[config.mk]
export PLATFORM = sky130hd
export DESIGN_NAME = cache_fsm_l2c
export DESIGN_NICKNAME = d
export VERILOG_FILES = /design/src/rtl/cache_fsm_l2c.sv
export SDC_FILE = /design/constraint.sdc
export NUM_CORES = 2
export LEC_CHECK = 0
export CAP_MARGIN = 20
export CELL_PAD_IN_SITES_DETAIL_PLACEMENT = 1
export CELL_PAD_IN_SITES_GLOBAL_PLACEMENT = 1
export CORE_UTILIZATION = 49
export CTS_BUF_LIST = sky130_fd_sc_hd__clkbuf_4 sky130_fd_sc_hd__clkbuf_8 sky130_fd_sc_hd__clkbuf_16
export DETAILED_ROUTE_END_ITERATION = 16
export HOLD_SLACK_MARGIN = 0.06
export PLACE_DENSITY_LB_ADDON = 0.1
export SETUP_SLACK_MARGIN = 0.2
export SLEW_MARGIN = 30
export SYNTH_ARGS = -nofsm -noshare
export SYNTH_HDL_FRONTEND = slang
export SYNTH_SLANG_ARGS = --single-unit
[constraint.sdc]
create_clock -name clk -period 11.6 [get_ports clk]
set_input_delay 2.32 -clock clk [delete_from_list [all_inputs] [get_ports clk]]
set_output_delay 2.32 -clock clk [all_outputs]
set_load 0.02 [all_outputs]
[src/rtl/cache_fsm_l2c.sv]
// Direct-mapped, write-back, write-allocate L2 controller behind the L1 cache FSM.
// Serves L1 line reads, word write-throughs and dirty-line write-backs; fetches/evicts over a mem handshake.
module cache_fsm_l2c #(
  parameter int ADDRESS_WIDTH = 32,
  parameter int DATA_WIDTH    = 32,
  parameter int LINE_WIDTH    = 128,
  parameter int NUM_SETS      = 16,
  parameter int COUNT_WIDTH   = 16
) (
  input  logic                     clk,
  input  logic                     reset,
  input  logic [ADDRESS_WIDTH-1:0] cache_L2_memory_address,
  input  logic                     read_from_L2_request,
  input  logic                     write_to_L2_request,
  input  logic                     write_back_to_L2_request,
  input  logic [DATA_WIDTH-1:0]    cache_write_data,
  input  logic [LINE_WIDTH-1:0]    write_back_to_L2_data,
  output logic [LINE_WIDTH-1:0]    write_data_to_L1_from_L2,
  output logic                     L2_ready,
  output logic                     write_to_L2_verified,
  output logic                     write_back_to_L2_verified,
  output logic [ADDRESS_WIDTH-1:0] mem_address,
  output logic                     mem_read_request,
  output logic                     mem_write_request,
  output logic [LINE_WIDTH-1:0]    mem_write_data,
  input  logic [LINE_WIDTH-1:0]    mem_read_data,
  input  logic                     mem_ready,
  output logic [COUNT_WIDTH-1:0]   L2_hit_count,
  output logic [COUNT_WIDTH-1:0]   L2_miss_count
);

  localparam int WORDS   = LINE_WIDTH / DATA_WIDTH;
  localparam int OFF     = $clog2(WORDS);
  localparam int IDX     = $clog2(NUM_SETS);
  localparam int LSB_IDX = OFF + 2;
  localparam int LSB_TAG = OFF + IDX + 2;
  localparam int TAG_W   = ADDRESS_WIDTH - LSB_TAG;

  typedef enum logic [2:0] {S_IDLE, S_COMPARE, S_EVICT, S_FETCH, S_RESPOND} state_t;
  typedef enum logic [1:0] {REQ_RD, REQ_WR, REQ_WB} req_t;

  state_t                   r_state, w_next_state;
  req_t                     r_req;
  logic [ADDRESS_WIDTH-1:0] r_addr;
  logic [DATA_WIDTH-1:0]    r_word;
  logic [LINE_WIDTH-1:0]    r_line;
  logic                     r_retry;

  logic [NUM_SETS-1:0]      r_valid, r_dirty;
  logic [TAG_W-1:0]         r_tag  [NUM_SETS];
  logic [LINE_WIDTH-1:0]    r_data [NUM_SETS];

  logic [OFF-1:0]           w_offset;
  logic [IDX-1:0]           w_index;
  logic [TAG_W-1:0]         w_tag;
  logic                     w_hit, w_victim_dirty, w_accept;
  logic [LINE_WIDTH-1:0]    w_merged, w_line_in;
  logic                     w_line_we, w_tag_we, w_valid_set, w_dirty_we, w_dirty_val, w_l1_load;

  assign w_offset       = r_addr[OFF+1:2];
  assign w_index        = r_addr[LSB_TAG-1:LSB_IDX];
  assign w_tag          = r_addr[ADDRESS_WIDTH-1:LSB_TAG];
  assign w_hit          = r_valid[w_index] && (r_tag[w_index] == w_tag);
  assign w_victim_dirty = r_valid[w_index] && r_dirty[w_index];
  assign w_accept       = read_from_L2_request || write_to_L2_request || write_back_to_L2_request;

  always_comb begin
    w_merged = r_data[w_index];
    w_merged[w_offset*DATA_WIDTH +: DATA_WIDTH] = r_word;
  end

  always_ff @(posedge clk or negedge reset) begin
    if (!reset) r_state <= S_IDLE;
    else        r_state <= w_next_state;
  end

  always_comb begin
    // NOTE: every combinational output gets a default first so no path can infer a latch.
    w_next_state = r_state;
    w_line_we    = 1'b0;
    w_line_in    = r_line;
    w_tag_we     = 1'b0;
    w_valid_set  = 1'b0;
    w_dirty_we   = 1'b0;
    w_dirty_val  = 1'b0;
    w_l1_load    = 1'b0;
    unique case (r_state)
      S_IDLE: if (w_accept) w_next_state = S_COMPARE;
      S_COMPARE: begin
        if (w_hit) begin
          w_next_state = S_RESPOND;
          case (r_req)
            REQ_RD: w_l1_load = 1'b1;
            REQ_WR: begin
              w_line_we   = 1'b1;
              w_line_in   = w_merged;
              w_dirty_we  = 1'b1;
              w_dirty_val = 1'b1;
            end
            default: begin
              w_line_we   = 1'b1;
              w_dirty_we  = 1'b1;
              w_dirty_val = 1'b1;
            end
          endcase
        end else if (w_victim_dirty) begin
          w_next_state = S_EVICT;
        end else if (r_req == REQ_WB) begin
          // A full line from L1 needs no fill from memory.
          w_next_state = S_RESPOND;
          w_line_we    = 1'b1;
          w_tag_we     = 1'b1;
          w_valid_set  = 1'b1;
          w_dirty_we   = 1'b1;
          w_dirty_val  = 1'b1;
        end else begin
          w_next_state = S_FETCH;
        end
      end
      S_EVICT: if (mem_ready) begin
        w_dirty_we = 1'b1;
        if (r_req == REQ_WB) begin
          w_next_state = S_RESPOND;
          w_line_we    = 1'b1;
          w_tag_we     = 1'b1;
          w_valid_set  = 1'b1;
          w_dirty_val  = 1'b1;
        end else begin
          w_next_state = S_FETCH;
        end
      end
      S_FETCH: if (mem_ready) begin
        w_next_state = S_COMPARE;
        w_line_we    = 1'b1;
        w_line_in    = mem_read_data;
        w_tag_we     = 1'b1;
        w_valid_set  = 1'b1;
        w_dirty_we   = 1'b1;
      end
      S_RESPOND: w_next_state = S_IDLE;
      default:   w_next_state = S_IDLE;
    endcase
  end

  // NOTE: line data and tags are not reset; the cleared valid bits make their contents irrelevant.
  always_ff @(posedge clk) begin
    if (w_line_we) r_data[w_index] <= w_line_in;
    if (w_tag_we)  r_tag[w_index]  <= w_tag;
  end

  always_ff @(posedge clk or negedge reset) begin
    if (!reset) begin
      r_req                     <= REQ_RD;
      r_addr                    <= '0;
      r_word                    <= '0;
      r_line                    <= '0;
      r_retry                   <= 1'b0;
      r_valid                   <= '0;
      r_dirty                   <= '0;
      L2_hit_count              <= '0;
      L2_miss_count             <= '0;
      L2_ready                  <= 1'b0;
      write_to_L2_verified      <= 1'b0;
      write_back_to_L2_verified <= 1'b0;
      mem_read_request          <= 1'b0;
      mem_write_request         <= 1'b0;
      mem_address               <= '0;
      mem_write_data            <= '0;
      write_data_to_L1_from_L2  <= '0;
    end else begin
      if (r_state == S_IDLE && w_accept) begin
        r_addr  <= cache_L2_memory_address;
        r_word  <= cache_write_data;
        r_line  <= write_back_to_L2_data;
        r_retry <= 1'b0;
        if (write_back_to_L2_request) r_req <= REQ_WB;
        else if (write_to_L2_request) r_req <= REQ_WR;
        else                          r_req <= REQ_RD;
      end
      if (r_state == S_FETCH && mem_ready) r_retry <= 1'b1;
      if (w_valid_set) r_valid[w_index] <= 1'b1;
      if (w_dirty_we)  r_dirty[w_index] <= w_dirty_val;

      // The hit after a fill belongs to the miss that caused it.
      if (r_state == S_COMPARE) begin
        if (w_hit) begin
          if (!r_retry && L2_hit_count != '1) L2_hit_count <= L2_hit_count + COUNT_WIDTH'(1);
        end else if (L2_miss_count != '1) begin
          L2_miss_count <= L2_miss_count + COUNT_WIDTH'(1);
        end
      end

      if (w_l1_load) write_data_to_L1_from_L2 <= r_data[w_index];
      L2_ready                  <= (w_next_state == S_RESPOND) && (r_req == REQ_RD);
      write_to_L2_verified      <= (w_next_state == S_RESPOND) && (r_req == REQ_WR);
      write_back_to_L2_verified <= (w_next_state == S_RESPOND) && (r_req == REQ_WB);
      mem_read_request          <= (w_next_state == S_FETCH);
      mem_write_request         <= (w_next_state == S_EVICT);

      if (r_state == S_COMPARE && w_next_state == S_EVICT) begin
        mem_address    <= {r_tag[w_index], w_index, {LSB_IDX{1'b0}}};
        mem_write_data <= r_data[w_index];
      end else if (r_state != S_FETCH && w_next_state == S_FETCH) begin
        mem_address    <= {w_tag, w_index, {LSB_IDX{1'b0}}};
      end
    end
  end

endmodule

### After elaboration in Yosys (flattened, before gate mapping)

Memory sizes are Yosys's and may differ from the RTL's.
Index checks and enable logic that the tools add are counted.
W data, S select, Z words.

* bits in registers: 555
* latch bits: 0
* memory bits (writable): 2432
* memory bits (read-only): 0
* input port bits: 326
* output and inout bits: 325
* word-level logic and storage cells: 105
* memories kept: 2

* add/subtract/negate cells: 3
* multiply operators: 0
* divide/modulo/power cells: 0
* order comparisons: 2
* equality and inequality tests: 12
* shift-type cells: 2
* mux-type cells: 43
* bitwise logic cells: 2
* reductions and logical operators: 21

Memories
* r_data: words 16, width 128, read ports 1, clocked after memory_dff 0, write ports 1, RTL line 51 `logic [LINE_WIDTH-1:0] r_data [NUM_SETS];`
* r_tag: words 16, width 24, read ports 1, clocked after memory_dff 0, write ports 1, RTL line 50 `logic [TAG_W-1:0] r_tag [NUM_SETS];`

Operators by type and width (count)
* $mux W128: 3
* $pmux W128 S2: 1
* $bwmux W128: 1
* $shift A32 B34 Y128 const A: 1
* $shiftx A32 B34 Y128: 1
* $mux W32: 2
* $neg A7 Y34: 1
* $add A16 B1 Y16 const B: 2
* $ne A16 B16 Y1 const B: 2
* $eq A24 B24 Y1: 1
* $mux W1: 20
* $mux W3: 6
* $bwmux W16: 1
* $or A16 B16 Y16: 1
* $eq A3 B2 Y1 const B: 4
* $pmux W3 S4: 1
* $logic_and A1 B1 Y1: 11
* $bmux W1 S4: 2
* $pmux W1 S3: 2
* $reduce_and A3 Y1: 2
* $lt A4 B5 Y1 const B: 1
* $demux W1 S4: 1
* $ge A4 B1 Y1 const B: 1
* $pmux W1 S2: 2
* other kinds (13): 15

### Depth between registers and ports, before layout

* depth after elaboration: 10
* mapped depth: 17
* depth with buffers taken out: 10

### Worst setup path after synthesis

No wires, ideal clock.

* path type: reg2reg
* from: register r_addr[5]
* to: memory r_data[9][0] (enable)
* library setup time: 0.617 ns
* arrival time: 8.740 ns
* required time: 10.983 ns
* setup slack: 2.243 ns
* cell stages (with the launch flop): 16
* path buffers: 5
* clock period less this slack: 9.357 ns
* cells stage by stage: dfrtp_1 > buf_4 > buf_6 > buf_6 > buf_2 > mux4_2 > mux2i_1 > nor3_1 > nor2_1 > o2111ai_1 > a2111o_1 > nor4_4 > o221a_2 > a31oi_1 > clkbuf_1 > nor2_1

* longest elaborated chain between the ends: 8
* elaborated cells on any way between the ends: 13
* those cells by class: eq/ne: 1; mux: 9; reduce/logical: 2; memory: 1

Ends and longest elaborated chain
* start, declared: RTL line 44 `logic [ADDRESS_WIDTH-1:0] r_addr;`
* start signal, assigned: RTL line 172 `r_addr <= cache_L2_memory_address;`
* parallel branches: the longest is 8 deep, another holds $mem_v2 Z16 W24
* end, declared: RTL line 51

Parallel ways; which one is timed is not known. The select of a mux whose other input is x is not followed.

### Final worst setup path

* from: register r_addr[5]
* to: memory r_data[11][72] (data pin)

* longest elaborated chain between the ends: 5
* elaborated cells on any way between the ends: 10
* those cells by class: eq/ne: 1; mux: 6; reduce/logical: 1; memory: 2

Ends and longest elaborated chain
* $mem_v2 Z16 W24, or another cell as far along
* $eq A24 B24 Y1, or another cell as far along: RTL line 63 `assign w_hit = r_valid[w_index] && (r_tag[w_index] == w_tag);`
* $logic_and A1 B1 Y1 or $mux W128 (tied branches): RTL line 63, 92
* $mux W128 (*): RTL line 90 `if (w_hit) begin`
* $pmux W128 S2 (*): RTL line 87 `unique case (r_state)`
* named net w_line_in[72]: RTL line 57 `logic [LINE_WIDTH-1:0] w_merged, w_line_in;`

Mark *: on every way through the listed nets, which the timed path passes. The rest lies on a longest branch. The select of a mux whose other input is x is not followed.

==> results.md <==
- Status: complete, no violations
- Reg2reg end: r_data[11][72]
- Io pins: roughly 650
- Synth top cells by count: edfxtp_1 (2,432), mux4_2 (708), dfrtp_1 (549)
- Final critical-path share of the clock period: 0.661
- Drt via density: about 6.3
- Worst skew pair latency: approximately 0.94 ns
- Final setup margin: around 3.9 ns
- Reg2Reg Depth: 14
- Core area: roughly 0.24 sq mm
- Post-layout min period: between 7 and 8 ns
- Routability Congestion: roughly 0.77
- Initial Utilization: 0.495
- Vias: roughly 61,000
- Pre-CTS WS: between 3 and 4 ns
- Die width: between 400 and 500 um
- Synth Flop Type: edfxtp_1
- Root buffer cell: clkbuf_16
- Vias in the first global route: between 60,000 and 70,000
- Synth area leaders: edfxtp_1 (63%), mux4_2 (14%), dfrtp_1 (12%), mux2_2 (4.5%), mux2i_1 (1.2%)
- RSZ-0062 raised after global routing: false
- Maximum level of the CTS H-tree: 5
- Worst slew margin: 0.239
- Pin count of the biggest net entering global routing: 143
- Pwr/cell area: between 200 and 300 mW/mm^2
- Slew @ Worst Pin: approximately 1.1 ns
- Startpoint type of the worst setup path: register
- Post-synthesis cell type count: 61
- Slew Viols, Final: 0
- Nets: between 6,000 and 7,000
- # Post-CTS Setup Buffers: 0
- Routed WL: around 340 mm
- Clk buf depth: 4
- Ys Warns: 0
- Post_cts resized: 0
- Count leader, synth: edfxtp_1
- Area Overhead vs Synth: 18.2%
- Number of remaining DRC errors: 0
- Clock Sink Count: 2,981
- Total CTS buffers: 322
- Global-route wire length before repair: 487 mm
- Critical path peak fanout: ~110
- Reg2reg setup slack: roughly 4 ns
- TritonCTS clock tree: built
- Layout cell share with drive strength beyond 1: 0.286
- Fin Setup TNS: 0 ns
- Hold_buf cts: 0
- Cell Area, Synth: around 0.12 sq mm
- Clk pin slew, worst setup/hold paths: 0.06 ns
- Hold path depth: 1
- Post-synth EDFFs: around 2,400
- Fin area: 0.138 sq mm
- Clock skew: ~0.043 ns
- Share of the synthesized area in the top cell type: 0.626
- Final Util: 0.584
- Synth area leader: edfxtp_1
- Initial antenna violation count: 48
- Final ANT Viol Nets: 0
- Placed standard-cell area: about 0.13 sq mm
- Die Ht: 490 um
- Buffers on Ports: approximately 640
- Starting DRT DRC Count: between 6,000 and 7,000
- Critical hold path startpoint: r_valid[12]
- GRT Total Usage: 0.286
- Critical path class: register to register
- WP data arrival: a little over 8 ns
- Worst Hold Endpoint: r_valid[12]
- FF-to-FF Start: r_addr[5]
- Final setup violation count: 0
- Cell count after synthesis: approximately 5,600
- Rows: roughly 180
- Ys async rst share: 0.184
- Required @ worst endpoint: 12.23 ns
- Max Freq: 130 MHz
- Die area: ~0.24 sq mm
- Drt wl/cell: about 35 um
- Setup crit end kind: register
- Final hold viol count: 0
- Total chip power: 0.0385 W
- Grt ovf: 0
- VDD IR-drop max: between 0.2 and 0.25 mV
- 1st-pass router iterations: 5
- # Max-Cap Violations: 0
- Register area share after synthesis: 0.743
- Yosys reg bits: ~3,000
- DP HPWL: just under 200 mm
- Avg Cell Area, Syn: 20.9 sq um
- Leakage Power: 45.9 nW
- Hold crit path type: register to register
## metrics by stage
step | hold WS [ns] | cells
finish | 0.466 | 9781
global route | 0.482 | 9777
CTS | 0.468 | 9764
detailed placement | 0.453 | 9196
global placement | 0.452 | 9182
floorplan | 0.434 | 5598
## flip-flops by register name, indices dropped and copies added, names as in the netlist, 2 cells and up
signal and cells:
L2_hit_count 16, L2_miss_count 16, mem_address 28, mem_write_data 128, r_addr 30, r_data 2048
r_dirty 16, r_line 128, r_req 2, r_state 3, r_tag 384, r_valid 16
r_word 32, write_data_to_L1_from_L2 128
## cell type report
| cell class | instances | area [sq um] |
|---|---|---|
| Timing Repair Buffer | 778 | 8160 |
| Fill cell | 19900 | 98100 |
| Antenna cell | 13 | 32.5 |
| Clock buffer | 431 | 9120 |
| Sequential cell | 2981 | 86800 |
| Tap cell | 3150 | 3940 |
| Clock inverter | 137 | 1120 |
| Multi-Input combinational cell | 2275 | 28700 |
| Inverter | 16 | 62.6 |
## routing by layer
layer  global-route usage  wire length (um)  vias up
li1                     -                 -    24500
met1                0.384            136000    33400
met2                0.468            169000     2557
met3               0.0544             25100      563
met4                0.107             13100       28
met5                    0               186        -
## power by group
group | switching (W) | total (W) | internal [W]
registers | 0.00131 | 0.0159 | 0.0146
clock network | 0.00411 | 0.0100 | 0.00591
logic | 0.00747 | 0.0125 | 0.00507
## layout by cell type, fill, tap and decap left out, drive strengths merged, types with 89 or more instances in the layout
master,n
nor2,89
nand2,268
a221o,128
clkbuf,431
buf,135
mux2,467
edfxtp,2432
mux2i,143
clkinv,106
a21oi,102
clkdlybuf4s50,643
dfrtp,549
mux4,708
## worst max-delay path by stage
stage                           to  slack [ns]      start
global route         r_data[4][13]        3.63  r_addr[4]
finish              r_data[11][72]        3.93  r_addr[5]
CTS                  r_data[4][80]        3.73  r_addr[4]
floorplan             r_data[9][0]        2.24  r_addr[5]
global placement    r_data[10][13]        3.38  r_addr[4]
detailed placement  r_data[10][13]        3.79  r_addr[4]
## worst max-delay path, cell delays in order (launching register included)
cell	delay [ns]
dfrtp_4	0.77
buf_12	0.65
nor2b_1	0.28
buf_4	0.26
a221oi_1	0.56
xnor2_1	0.14
o2111ai_1	0.36
a2111o_1	0.35
nor4_4	0.16
nand4b_1	0.15
buf_4	0.40
and2_4	0.80
buf_4	0.69
buf_4	0.82
a221o_1	0.71
## cells by family (layout without fill, tap and decap cells)
logic type	count (synthesis)	count (layout)	share of synthesized area
AO/OA/AOI/OAI	409	409	0.0262
flip-flops	2981	2981	0.743
multiplexers	1318	1318	0.194
buffers and inverters	342	1362	0.0133
AND/OR/NAND/NOR	475	475	0.0178
other	1	17	0.0000321
XOR/XNOR	62	62	0.00465
adder cells (fa/ha/maj)	7	7	0.000750
Note: power is estimated with default switching activity, not from simulation.
